File: config.mk
export PLATFORM = sky130hd
export DESIGN_NAME = phys_free_list
export DESIGN_NICKNAME = d
export VERILOG_FILES = /design/src/rtl/phys_free_list.sv
export SDC_FILE = /design/constraint.sdc
export NUM_CORES = 1
export LEC_CHECK = 0
export ABC_AREA = 1
export BUFFER_PORTS_ARGS = -buffer_cell sky130_fd_sc_hd__clkbuf_2
export CAP_MARGIN = 5
export CORE_MARGIN = 2
export CORE_UTILIZATION = 60
export CTS_CLUSTER_DIAMETER = 200
export CTS_CLUSTER_SIZE = 16
export DETAILED_ROUTE_END_ITERATION = 10
export GPL_ROUTABILITY_DRIVEN = 0
export PLACE_DENSITY = 0.77
export SYNTH_ARGS = -nofsm -noshare
export SYNTH_HDL_FRONTEND = slang
export SYNTH_SLANG_ARGS = --single-unit
File: constraint.sdc
create_clock -name clk -period 3.89 [get_ports clk]
set_clock_uncertainty 0.05 [all_clocks]
set_input_delay 0.1945 -clock clk [delete_from_list [all_inputs] [get_ports clk]]
set_output_delay 0.1945 -clock clk [all_outputs]
set_load 0.01 [all_outputs]
File: src/rtl/phys_free_list.sv
// phys_free_list: circular FIFO of free physical register indices with retire-point rewind
module phys_free_list #(
  parameter int PHYS_REGS = 64,
  parameter int ARCH_REGS = 32,
  parameter int DEPTH = PHYS_REGS - ARCH_REGS,
  parameter int PR_W = $clog2(PHYS_REGS),
  parameter int PTR_W = $clog2(DEPTH)
) (
  input  logic             clk,
  input  logic             reset,
  input  logic             alloc_req,
  output logic             alloc_valid,
  output logic [PR_W-1:0]  alloc_pr,
  input  logic             retire_enable,
  input  logic [PR_W-1:0]  retire_old_pr,
  input  logic             restore_enable,
  output logic [PTR_W:0]   free_count,
  output logic             overflow_err
);
  localparam logic [PTR_W:0] one = (PTR_W+1)'(1);
  localparam logic [PTR_W:0] depth_p = (PTR_W+1)'(DEPTH);
  logic [PR_W-1:0] mem [DEPTH];
  logic [PTR_W:0] head, tail, ret_head;
  logic alloc_fire, push_req, push_ok, full;
  // occupancy, pop/push qualification; a same-cycle pop makes room for a push at full
  always_comb begin
    free_count = tail - head;
    full = free_count == depth_p;
    alloc_valid = head != tail;
    alloc_pr = mem[head[PTR_W-1:0]];
    alloc_fire = alloc_req && alloc_valid && !restore_enable;
    push_req = retire_enable && retire_old_pr != '0;
    push_ok = push_req && (!full || alloc_fire);
  end
  // pointer and array update; restore rewinds head to the retired point
  always_ff @(posedge clk) begin
    if (reset) begin
      for (int i = 0; i < DEPTH; i++) mem[i] <= PR_W'(ARCH_REGS + i);
      head <= '0;
      ret_head <= '0;
      tail <= depth_p;
      overflow_err <= 1'b0;
    end else begin
      if (push_ok) begin
        mem[tail[PTR_W-1:0]] <= retire_old_pr;
        tail <= tail + one;
      end
      if (push_req && !push_ok) overflow_err <= 1'b1;
      if (retire_enable) ret_head <= ret_head + one;
      head <= restore_enable ? ret_head + {{PTR_W{1'b0}}, retire_enable}
            : alloc_fire ? head + one : head;
    end
  end
endmodule

* Word level (Yosys, flattened, before mapping) *
Memory sizes are Yosys's and may differ from the RTL's. A register that Yosys moved wholly into a read port is not among the register bits.
Cells that the tools add are included.

storage, ports and cells
  flip-flop bits (word level) = 19
  memory bits (writable) = 192
  output and inout port bits = 14
  logic and storage cells = 36
  memories kept = 1

memories
  name  depth  bits a word  rd ports  clocked after memory_dff  wr ports  RTL line  source
  mem   32     6            1         1                         32        22        logic [PR_W-1:0] mem [DEPTH];

operators by class
  add/subtract/negate cells = 5
  eq/ne operators = 2
  multiplexer cells = 12
  reductions and logical operators = 12

operators by type and width
  kind                                                            count
  6-bit by 1-bit adder with 6-bit output (second input constant)  3
  6-bit 2-to-1 mux                                                3
  5-bit 2-to-1 mux                                                3
  6-bit by 1-bit adder with 6-bit output                          1
  6-bit == test (second input constant)                           1
  1-bit 2-to-1 mux                                                6
  6-bit != test                                                   1
  6-bit nonzero test                                              1
  6-bit OR reduction                                              1
  6-bit subtractor                                                1
  1-bit logical AND                                               5
  1-bit zero test                                                 3
  2-bit nonzero test                                              1
  1-bit logical OR                                                1

* Logic depth before layout (Yosys ltp) *
Gate-level depths: netlist (run 1).

  depth after elaboration = 10
  mapped depth = 16
  gate-level depth less buffers = 15

* Least setup slack after synthesis (run 1) *
No wires, ideal clock.

  kind = register to register
  from = register tail[0]
  to = memory mem[3][0] in the netlist's numbering (enable)
  data arrival time = 2.285 ns
  path slack = 1.177 ns
  stages on the path, launching flop included = 13
  path buffers = 0
  clock period less this slack = 2.713 ns
  path through = dfxtp_1 -> inv_1 -> ha_1 -> fa_1 -> inv_1 -> nand2_1 -> nand2_1 -> nor2_1 -> nand3_1 -> nor2_2 -> nand3_4 -> nand4_2 -> o21ai_0

RTL lines
  element                   RTL line  source
  start: declaration        23        logic [PTR_W:0] head, tail, ret_head;
  start signal: assignment  41        tail <= depth_p;
  start signal: assignment  46        tail <= tail + one;
  end: declaration          22

==> results of run 1 <==
## flip-flops by register name, summed over array words and instances (netlist names), named ones only
name          count
ret_head          6
tail              6
head              6
overflow_err      1
mem             192
## worst min path at each step
stage / end / slack, ps
finish: tail[2] / 80
global route: tail[4] / 80
CTS: tail[4] / 50
detailed placement: ret_head[0] / 450
global placement: ret_head[0] / 440
floorplan: ret_head[1] / 230
## layer usage
layer	track usage [%]	share of wire, %	vias up	wire [um]
li1	-	-	3796	-
met1	38.5	39	3795	10300
met2	44.8	47	437	12400
met3	4.01	10	59	2690
met4	8.56	2.8	0	733
met5	0	0	-	0
## through the flow
stage | utilization [%] | power, mW
after floorplan | - | 3.12
after detailed placement | 62.2 | 3.35
final | 64.9 | 4.92
after global routing | 64.9 | 5.06
after CTS | 64.9 | 4.91
after global placement | 62.2 | 3.33
## cell usage in the layout (no fill, tap or decap), types with 6 or more instances in the layout
| cell type | n |
|---|---|
| clkbuf_2 | 24 |
| xor2_1 | 8 |
| nand2_1 | 182 |
| o21ai_0 | 113 |
| nor2_8 | 19 |
| o221ai_1 | 42 |
| clkbuf_16 | 17 |
| inv_1 | 81 |
| nor2_2 | 28 |
| inv_4 | 15 |
| inv_2 | 9 |
| edfxtp_1 | 192 |
| and2_1 | 6 |
| nor3_1 | 13 |
| dfxtp_1 | 23 |
| buf_4 | 14 |
| nand3_1 | 58 |
| a21oi_1 | 22 |
| clkbuf_1 | 11 |
| ha_1 | 13 |
| nand2_2 | 8 |
| nor2_1 | 208 |
## worst max-delay path: stages, from the launching register on
cell	delay (ps)
dfxtp_1	400
inv_1	110
ha_1	220
fa_1	380
inv_1	100
nand2_1	60
nand2_1	60
nand3_1	90
nand3_1	110
nor2_2	50
nand3_4	110
nand3_4	380
nor2_1	400
inv_1	130
nand2_1	220
## where the power goes
part | internal, mW | total (mW) | switching, mW
logic | 0.191 | 0.710 | 0.519
clock network | 0.825 | 1.61 | 0.781
registers | 2.57 | 2.60 | 0.0334
## what timing repair did
action / CTS / global route
setup buffers: 0 / 0
hold buffers: 1 / 0
resized for setup: 0 / 0
endpoints found under the hold margin: 2 / 0
## layout make-up
class,instances,share of cell area [%]
multi-input combinational,737,33.6
clock buffer,28,4.02
tap,229,2.47
timing repair buffer,40,2.20
sequential,216,53.8
inverter,108,3.81
clock inverter,1,0.0754
## logic make-up (layout without fill, tap and decap cells)
kind of cell / Yosys count / in the layout
buf+inv: 175 / 177
compound gates: 184 / 184
simple gates: 530 / 530
flops: 216 / 216
xor+xnor: 9 / 9
fa+ha+maj: 14 / 14
==> impl_metrics.csv, run 1 <==
group,metric,value,unit
placed_design,port-buffer-count,24,
die,die_x,139,um
global_route,grt_pass1_vias,7629,
timing,rsz0062_at_grt,"no",
die,start_util,60.8,%
finish,nets,1145,
die,rows,49,
yosys,yosysTopAreaCellShare,52.9,%
clock_tree,cts_root_buf,"clkbuf_16",
global_route,grt_pass1_wl,41500,um
finish,finalInstanceArea,11600,sq um
global_route,grt_overflow,0,
timing,drv_slew,0,
yosys,synth_cells,1128,
yosys,synth_compound_gate_area_share,10.0,%
finish,seqCellArea,6250,sq um
die,ios,25,
yosys,synth-edff-count,192,
yosys,synthArstFlopShare,0,%
timing,worst_slew_pin_slew,1080,ps
finish,instances_no_fill,1359,
worst_setup_path,arrival,3310,ps
worst_hold_path,min_from,"reset",
yosys,syn_avg_cell_area,9.66,sq um
worst_setup_path,reg2regPathDepth,14,
drt,wl_per_cell,19.2,um
worst_setup_path,crit_type,"reg2reg",
yosys,yosys-mux-area-fraction,0,%
die,core,17900,sq um
finish,nFillCells,1430,
yosys,synth_common_cells,"nor2_1, edfxtp_1, nand2_1",
timing,hold_violations,0,
drt,vias_per_cell,5.95,
finish,diodes,0,
worst_setup_path,critPathRequiredTime,4000,ps
clock_tree,cts.htree.levels,1,
global_route,grt_max_degree,94,
clock_tree,clock_latency,480,ps
yosys,synthDistinctLibCells,35,
pwr,p_per_area,423,nW/um^2
die,dieArea,19200,sq um
finish,syn_to_final_growth,6.60,%
drt,postRouteAntennaNets,0,
yosys,netlist_area,10900,sq um
yosys,synthXorXnorAreaFrac,0.724,%
drt,drcViolationCount,0,
drt,drtPass1Iterations,5,
drt,via_count,8087,
timing,setup_viol_count_final,0,
flow_run,drv_cap,0,
pwr,p_leak,4.13,nW
worst_setup_path,path_max_fanout,12,
yosys,synth_top_family_by_area,"simple AND/OR/NAND/NOR gates",
global_route,antenna_found_initial,0,
placed_design,dpl.cell_count,1329,
worst_hold_path,hold_class,"in2reg",
yosys,synth_flop_cell,"edfxtp_1",
worst_setup_path,start_kind,"register",
worst_setup_path,endpoint_kind,"register",
worst_setup_path,r2r_slack,690,ps
yosys,synth.area.top_cells,"edfxtp_1, nor2_1, nand2_1",
clock_tree,cts_inserted_buffers,17,
drt,routed_wl,26100,um
timing,fin_crit_sh,82.4,%
yosys,synth_fa_ha_area_share,1.68,%
die,die_y,139,um
clock_tree,clock_path_buffers,3,
timing,relSlewSlack,28.1,%
worst_setup_path,startpoint,"tail[0]",
timing,setup_ws,686,ps
timing,hold_slack,81.2,ps
drt,drtIter0Drc,991,
yosys,yosysMostFrequentCell,"nor2_1",
timing,timing.fmax,312,MHz
yosys,yosys.area_share.simple,23.4,%
worst_setup_path,r2r_end,"mem[14][5]",
timing,fin_tns_setup,0,ps
finish,final_layout_size_suffix_gt1_share,12.6,%
yosys,syn_nets,1153,
placed_design,place_area,11100,sq um
yosys,ys_seq_area_share,57.3,%
pwr,ir_worst_vdd,353,uV
timing,fin_crit,3200,ps
worst_hold_path,whs_path_depth,2,
clock_tree,numClockSinks,216,
clock_tree,cts_tree,"built",
yosys,ys_ff_latch,216,
finish,multiInputGateArea,3910,sq um
yosys,yosysWarnings,0,
yosys,synth_area_leader_cell,"edfxtp_1",
placed_design,dp_hpwl,16800,um
clock_tree,clk_pin_slew,70,ps
run_status,status,"complete, no violations",
placed_design,dp_slack,728,ps
worst_setup_path,endpoint,"mem[14][5]",
global_route,track_usage,27.4,%
worst_setup_path,rr_startpoint,"tail[0]",
Note: power is estimated with default switching activity, not from simulation.
==> run 2: changes to the inputs <==
==> constraint.sdc (replaced) <==
create_clock -name clk -period 3.1 [get_ports clk]
set_clock_uncertainty 0.05 [all_clocks]
set_input_delay 0.155 -clock clk [delete_from_list [all_inputs] [get_ports clk]]
set_output_delay 0.155 -clock clk [all_outputs]
set_load 0.01 [all_outputs]
==> run 2 against run 1 <==
  * Non-clock buffer count rose by 15
  * Sequential power grew 25%
  * Sequential cell count is the same
  * Critical endpoint is now mem[6][3]
  * Highest routed layer unchanged
==> impl_metrics.csv, run 2 (synthesized netlist as in run 1, its figures left out) <==
group,metric,value,unit
clock_tree,cts_tree,"built",
clock_tree,cts_root_buf,"clkbuf_16",
finish,fin_util,65.8,%
die,core,17900,sq um
global_route,grt_overflow,0,
flow_run,drv_cap,0,
timing,hold_violations,0,
drt,via_count,8157,
timing,drv_slew,0,
finish,nFillCells,1430,
clock_tree,numClockSinks,216,
finish,nets,1160,
worst_setup_path,endpoint_kind,"register",
timing,fin_crit_sh,94.0,%
timing,relSlewSlack,32.3,%
worst_setup_path,arrival,3050,ps
finish,largest_reg_flops,192,
global_route,grt_pass1_wl,42200,um
drt,highest_layer,"met4",
global_route,grt_pass1_vias,8082,
drt,wl_per_cell,19.5,um
timing,worst_slew_pin_slew,1010,ps
timing,setup_ws,185,ps
drt,wl_met3,2540,um
drt,dr_wl_met2,13000,um
die,die_y,139,um
placed_design,dp_hpwl,17500,um
finish,final_common_cell,"nor2_1",
die,start_util,60.8,%
die,die_x,139,um
clock_tree,clock_path_buffers,3,
timing,fin_tns_setup,0,ps
pwr,clkPwrFrac,32.3,%
run_status,status,"complete, no violations",
global_route,grt_max_degree,100,
die,ios,25,
clock_tree,clk_pin_slew,70,ps
clock_tree,cts.htree.levels,1,
drt,routed_wl,26700,um
drt,drt-met1-wl,10200,um
worst_hold_path,hold_class,"in2reg",
timing,rsz0062_at_grt,"no",
pwr,p_per_area,525,nW/um^2
finish,diodes,0,
pwr,seq_power_share,52.7,%
finish,largest-register,"mem",
finish,final_layout_size_suffix_gt1_share,13.5,%
placed_design,dpl.cell_count,1340,
finish,syn_to_final_growth,8.20,%
finish,final_cell_mix,"nor2_1, edfxtp_1, nand2_1, o21ai_0, inv_1",
die,rows,49,
timing,fin_crit,2920,ps
pwr,p_int,4.52,mW
worst_setup_path,crit_type,"reg2reg",
placed_design,port-buffer-count,24,
global_route,antenna_found_initial,0,
pwr,total_power,6.19,mW
worst_setup_path,path_max_fanout,7,
pwr,ir_worst_vdd,370,uV
placed_design,dp_slack,11.3,ps
pwr,p_comb_share,15.0,%
worst_setup_path,start_kind,"register",
global_route,track_usage,28.0,%
timing,setup_viol_count_final,0,
clock_tree,cts_inserted_buffers,17,
pwr,power.switching,1.67,mW
pwr,p_leak,4.23,nW
drt,drcViolationCount,0,
timing,timing.fmax,343,MHz
drt,drtIter0Drc,858,
drt,postRouteAntennaNets,0,
worst_setup_path,critPathRequiredTime,3240,ps
finish,instances_no_fill,1373,
clock_tree,clock_latency,480,ps
drt,vias_per_cell,5.94,
pwr,netSwitchingFraction,27.0,%
die,dieArea,19200,sq um
drt,drtPass1Iterations,6,
## run 2: per-stage QoR
| step | hold WS [ps] | instance area (sq um) |
|---|---|---|
| 3_5_place_dp | 419 | 11200 |
| 2_1_floorplan | 195 | 10900 |
| 6_report | 25.1 | 11800 |
| 5_1_grt | 74.1 | 11800 |
| 3_3_place_gp | 408 | 11200 |
| 4_1_cts | 18.2 | 11800 |
## run 2: timing repair
item	CTS	global route
pin swaps	0	0
gates resized for setup	0	2
setup endpoints to repair	6	12
hold buffers	2	0
endpoints found under the hold margin	4	0
buffers inserted	3	0
## run 2: worst max-delay path: stages (launching register included)
cell and delay (ps):
dfxtp_1 340, inv_1 90, ha_1 210, fa_1 390
inv_1 110, nand3_1 70, nand3_1 110, nand3_1 90
nor2_2 150, nand3_4 150, nand3_4 130, buf_4 200
buf_12 200, nor2_8 50, inv_2 80, nand2_1 170
## run 2: layer usage
metal  GRT usage [%]  up-vias
met5               0        -
met4            12.4        0
met3            5.04       80
met2            47.1      425
met1            35.9     3821
li1                -     3831
## run 2: worst paths after layout
kind | from | end | slack (ps) | cells past startpoint
max | tail[0] | mem[6][3] | 180 | 15
min | restore_enable | head[5] | 30 | 4
max reg2reg | tail[0] | mem[6][3] | 180 | 15
min reg2reg | overflow_err | overflow_err | 430 | 2
## run 2: area by class of cell
| class | count | area [sq um] | share of cell area (%) |
|---|---|---|---|
| Clock buffer | 27 | 463 | 3.93 |
| Clock inverter | 1 | 8.76 | 0.0743 |
| Timing Repair Buffer | 55 | 433 | 3.67 |
| Inverter | 108 | 443 | 3.76 |
| Tap cell | 229 | 287 | 2.43 |
| Multi-Input combinational cell | 737 | 3910 | 33.1 |
| Sequential cell | 216 | 6250 | 53.0 |
## run 2: power by group through the flow
| stage | clock [mW] | combinational [mW] | sequential [mW] |
|---|---|---|---|
| 6_report | 2.00 | 0.927 | 3.26 |
| 5_1_grt | 2.11 | 1.00 | 3.26 |
| 4_1_cts | 2.01 | 0.914 | 3.26 |
| 3_5_place_dp | 0 | 0.897 | 3.32 |
| 3_3_place_gp | 0 | 0.884 | 3.32 |
| 2_1_floorplan | 0 | 0.604 | 3.31 |
==> run 3: changes to the inputs <==
--- a/config.mk
+++ b/config.mk
@@ -5,7 +5,6 @@
 export SDC_FILE = /design/constraint.sdc
 export NUM_CORES = 1
 export LEC_CHECK = 0
-export ABC_AREA = 1
 export BUFFER_PORTS_ARGS = -buffer_cell sky130_fd_sc_hd__clkbuf_2
 export CAP_MARGIN = 5
 export CORE_MARGIN = 2
==> run 3 against run 2 <==
  * Cell count is 25% lower
  * Sequential share of layout area is 1.4 points higher
  * Sequential power hardly changed
  * Design area is 2.6% lower
  * Register-to-register slack worse by 50 ps
  * Count of clock-buffer cells in the layout is 1 higher
  * Largest cell class unchanged
==> impl_metrics.csv, run 3 <==
group,metric,value,unit
worst_setup_path,arrival,2800,ps
finish,final_common_cell,"edfxtp_1",
finish,final_layout_size_suffix_gt1_share,24.4,%
timing,fin_tns_setup,0,ps
die,core,17200,sq um
clock_tree,cts_root_buf,"clkbuf_16",
finish,multiInputGateArea,3870,sq um
placed_design,dp_hpwl,19400,um
placed_design,dpl.cell_count,1001,
yosys,synth_flop_cell,"edfxtp_1",
finish,final_cell_mix,"edfxtp_1, nand3_1, nor3_1, mux4_2, nor2_1",
timing,hold_violations,0,
finish,seqCellArea,6250,sq um
die,dieArea,18600,sq um
pwr,power.switching,1.63,mW
yosys,synth.area.top_cells,"edfxtp_1, mux4_2, nand3_1",
global_route,grt_util_met2,49.7,%
global_route,grt_pass1_vias,7138,
drt,via_count,7580,
pwr,total_power,6.25,mW
finish,instances_no_fill,1034,
yosys,synthArstFlopShare,0,%
drt,wl_per_cell,28.8,um
run_status,status,"complete, no violations",
timing,setup_ws,98.1,ps
pwr,clkPwrFrac,32.3,%
pwr,p_leak,3.31,nW
pwr,p_per_area,544,nW/um^2
drt,drcViolationCount,0,
clock_tree,cts.htree.levels,1,
yosys,synth_area_leader_cell,"edfxtp_1",
clock_tree,clk_pin_slew,60,ps
timing,fin_crit_sh,96.8,%
die,die_y,136,um
timing,rsz0062_at_grt,"no",
clock_tree,cts_inserted_buffers,17,
drt,postRouteAntennaNets,0,
worst_setup_path,path_max_fanout,12,
pwr,netSwitchingFraction,26.2,%
timing,drv_slew,0,
yosys,ys_ff_latch,216,
worst_setup_path,start_kind,"register",
finish,syn_to_final_growth,9.12,%
placed_design,port-buffer-count,24,
global_route,track_usage,32.0,%
yosys,yosysTopAreaCellShare,54.8,%
timing,relSlewSlack,43.1,%
worst_hold_path,hold_class,"in2reg",
yosys,ys_seq_area_share,59.4,%
drt,drtIter0Drc,1555,
finish,largest_reg_flops,192,
timing,setup_viol_count_final,0,
timing,timing.fmax,333,MHz
pwr,ir_worst_vdd,432,uV
die,ios,25,
flow_run,drv_cap,0,
global_route,busiest_layer,"met2",
clock_tree,clock_path_buffers,3,
finish,nFillCells,1147,
yosys,synth_common_cells,"edfxtp_1, nand3_1, nor3_1",
placed_design,place_area,10900,sq um
finish,largest-register,"mem",
finish,finalInstanceArea,11500,sq um
yosys,syn_nets,810,
yosys,synthDistinctLibCells,50,
global_route,grt_overflow,0,
global_route,use_met3,7.72,%
global_route,grt_pass1_wl,43300,um
clock_tree,numClockSinks,216,
global_route,grt_max_degree,99,
clock_tree,cts_tree,"built",
drt,vias_per_cell,7.33,
timing,worst_slew_pin_slew,853,ps
worst_setup_path,crit_type,"reg2out",
drt,drtPass1Iterations,7,
yosys,synth-edff-count,192,
yosys,synth_cells,785,
yosys,netlist_area,10500,sq um
placed_design,dp_slack,44.9,ps
pwr,seq_power_share,52.4,%
die,die_x,136,um
global_route,antenna_found_initial,0,
clock_tree,clock_latency,480,ps
die,start_util,61.0,%
worst_setup_path,endpoint_kind,"primary output",
pwr,p_int,4.61,mW
global_route,grt_use_met1,45.0,%
yosys,yosysMostFrequentCell,"edfxtp_1",
yosys,syn_avg_cell_area,13.4,sq um
yosys,yosysWarnings,0,
finish,nets,824,
worst_setup_path,critPathRequiredTime,2890,ps
timing,fin_crit,3000,ps
drt,routed_wl,29700,um
pwr,p_comb_share,15.3,%
finish,diodes,0,
die,rows,48,
[run 3: changes by cell type after synthesis, moves of 42 or more]
| cell | before | now |
|---|---|---|
| nor2_1 | 208 | 47 |
| nand2_1 | 182 | 28 |
| o21ai_0 | 113 | 3 |
| inv_1 | 85 | 10 |
| nor3_1 | 13 | 85 |
| mux4_2 | 0 | 60 |
| nand3_1 | 58 | 118 |
| o221ai_1 | 42 | 0 |
[run 3: logic make-up after synthesis]
logic type	Yosys count	synth area share (%)
flip-flops	216	59.4
adder cells (fa/ha/maj)	14	1.74
AND/OR/NAND/NOR	318	14.8
XOR/XNOR	16	1.40
buffers and inverters	88	3.94
multiplexers	72	14.1
AO/OA/AOI/OAI	61	4.64
[run 3: worst max-delay path, stage by stage (launching register included)]
cell,delay (ps)
dfxtp_4,480
buf_4,300
mux4_2,570
mux4_2,500
mux2_2,310
clkbuf_2,140
[run 3: final timing paths]
check	start	end	slack, ps	cells after the start
worst max register to register	tail[0]	mem[16][2]	130	10
worst min register to register	overflow_err	overflow_err	440	2
worst max-delay path	register	alloc_pr[3]	100	5
worst min-delay path	restore_enable	head[5]	20	2
[run 3: cell type report]
class / count / share of cell area, %
clock buffer: 28 / 4.07
timing repair buffer: 72 / 4.90
multi-input combinational: 481 / 33.7
tap: 225 / 2.45
clock inverter: 1 / 0.0763
sequential: 216 / 54.5
inverter: 11 / 0.360
[run 3: power by group through the flow]
stage / Combinational (mW) / Clock, mW / Sequential, mW
after global placement: 0.866 / 0 / 3.34
final: 0.955 / 2.02 / 3.28
after detailed placement: 0.887 / 0 / 3.34
after global routing: 0.997 / 2.11 / 3.28
after floorplan: 0.612 / 0 / 3.31
after CTS: 0.890 / 2.00 / 3.28
[run 3: timing repair]
action / in CTS / in global routing
buffers inserted: 0 / 1
hold buffers: 0 / 0
resized for setup: 0 / 34
setup endpoints to repair: 0 / 216
[run 3: per-layer routing]
| metal | up-vias | share of wire [%] |
|---|---|---|
| met1 | 3635 | 33 |
| met2 | 731 | 46 |
| li1 | 3067 | - |
| met3 | 147 | 16 |
| met5 | - | 0 |
| met4 | 0 | 5.1 |
[run 3: through the flow]
stage | hold WS, ps | util (%)
after floorplan | 327 | -
after global placement | 426 | 63.5
after detailed placement | 425 | 63.5
after CTS | 18.3 | 66.2
after global routing | 44.3 | 66.6
final | 21.8 | 66.6
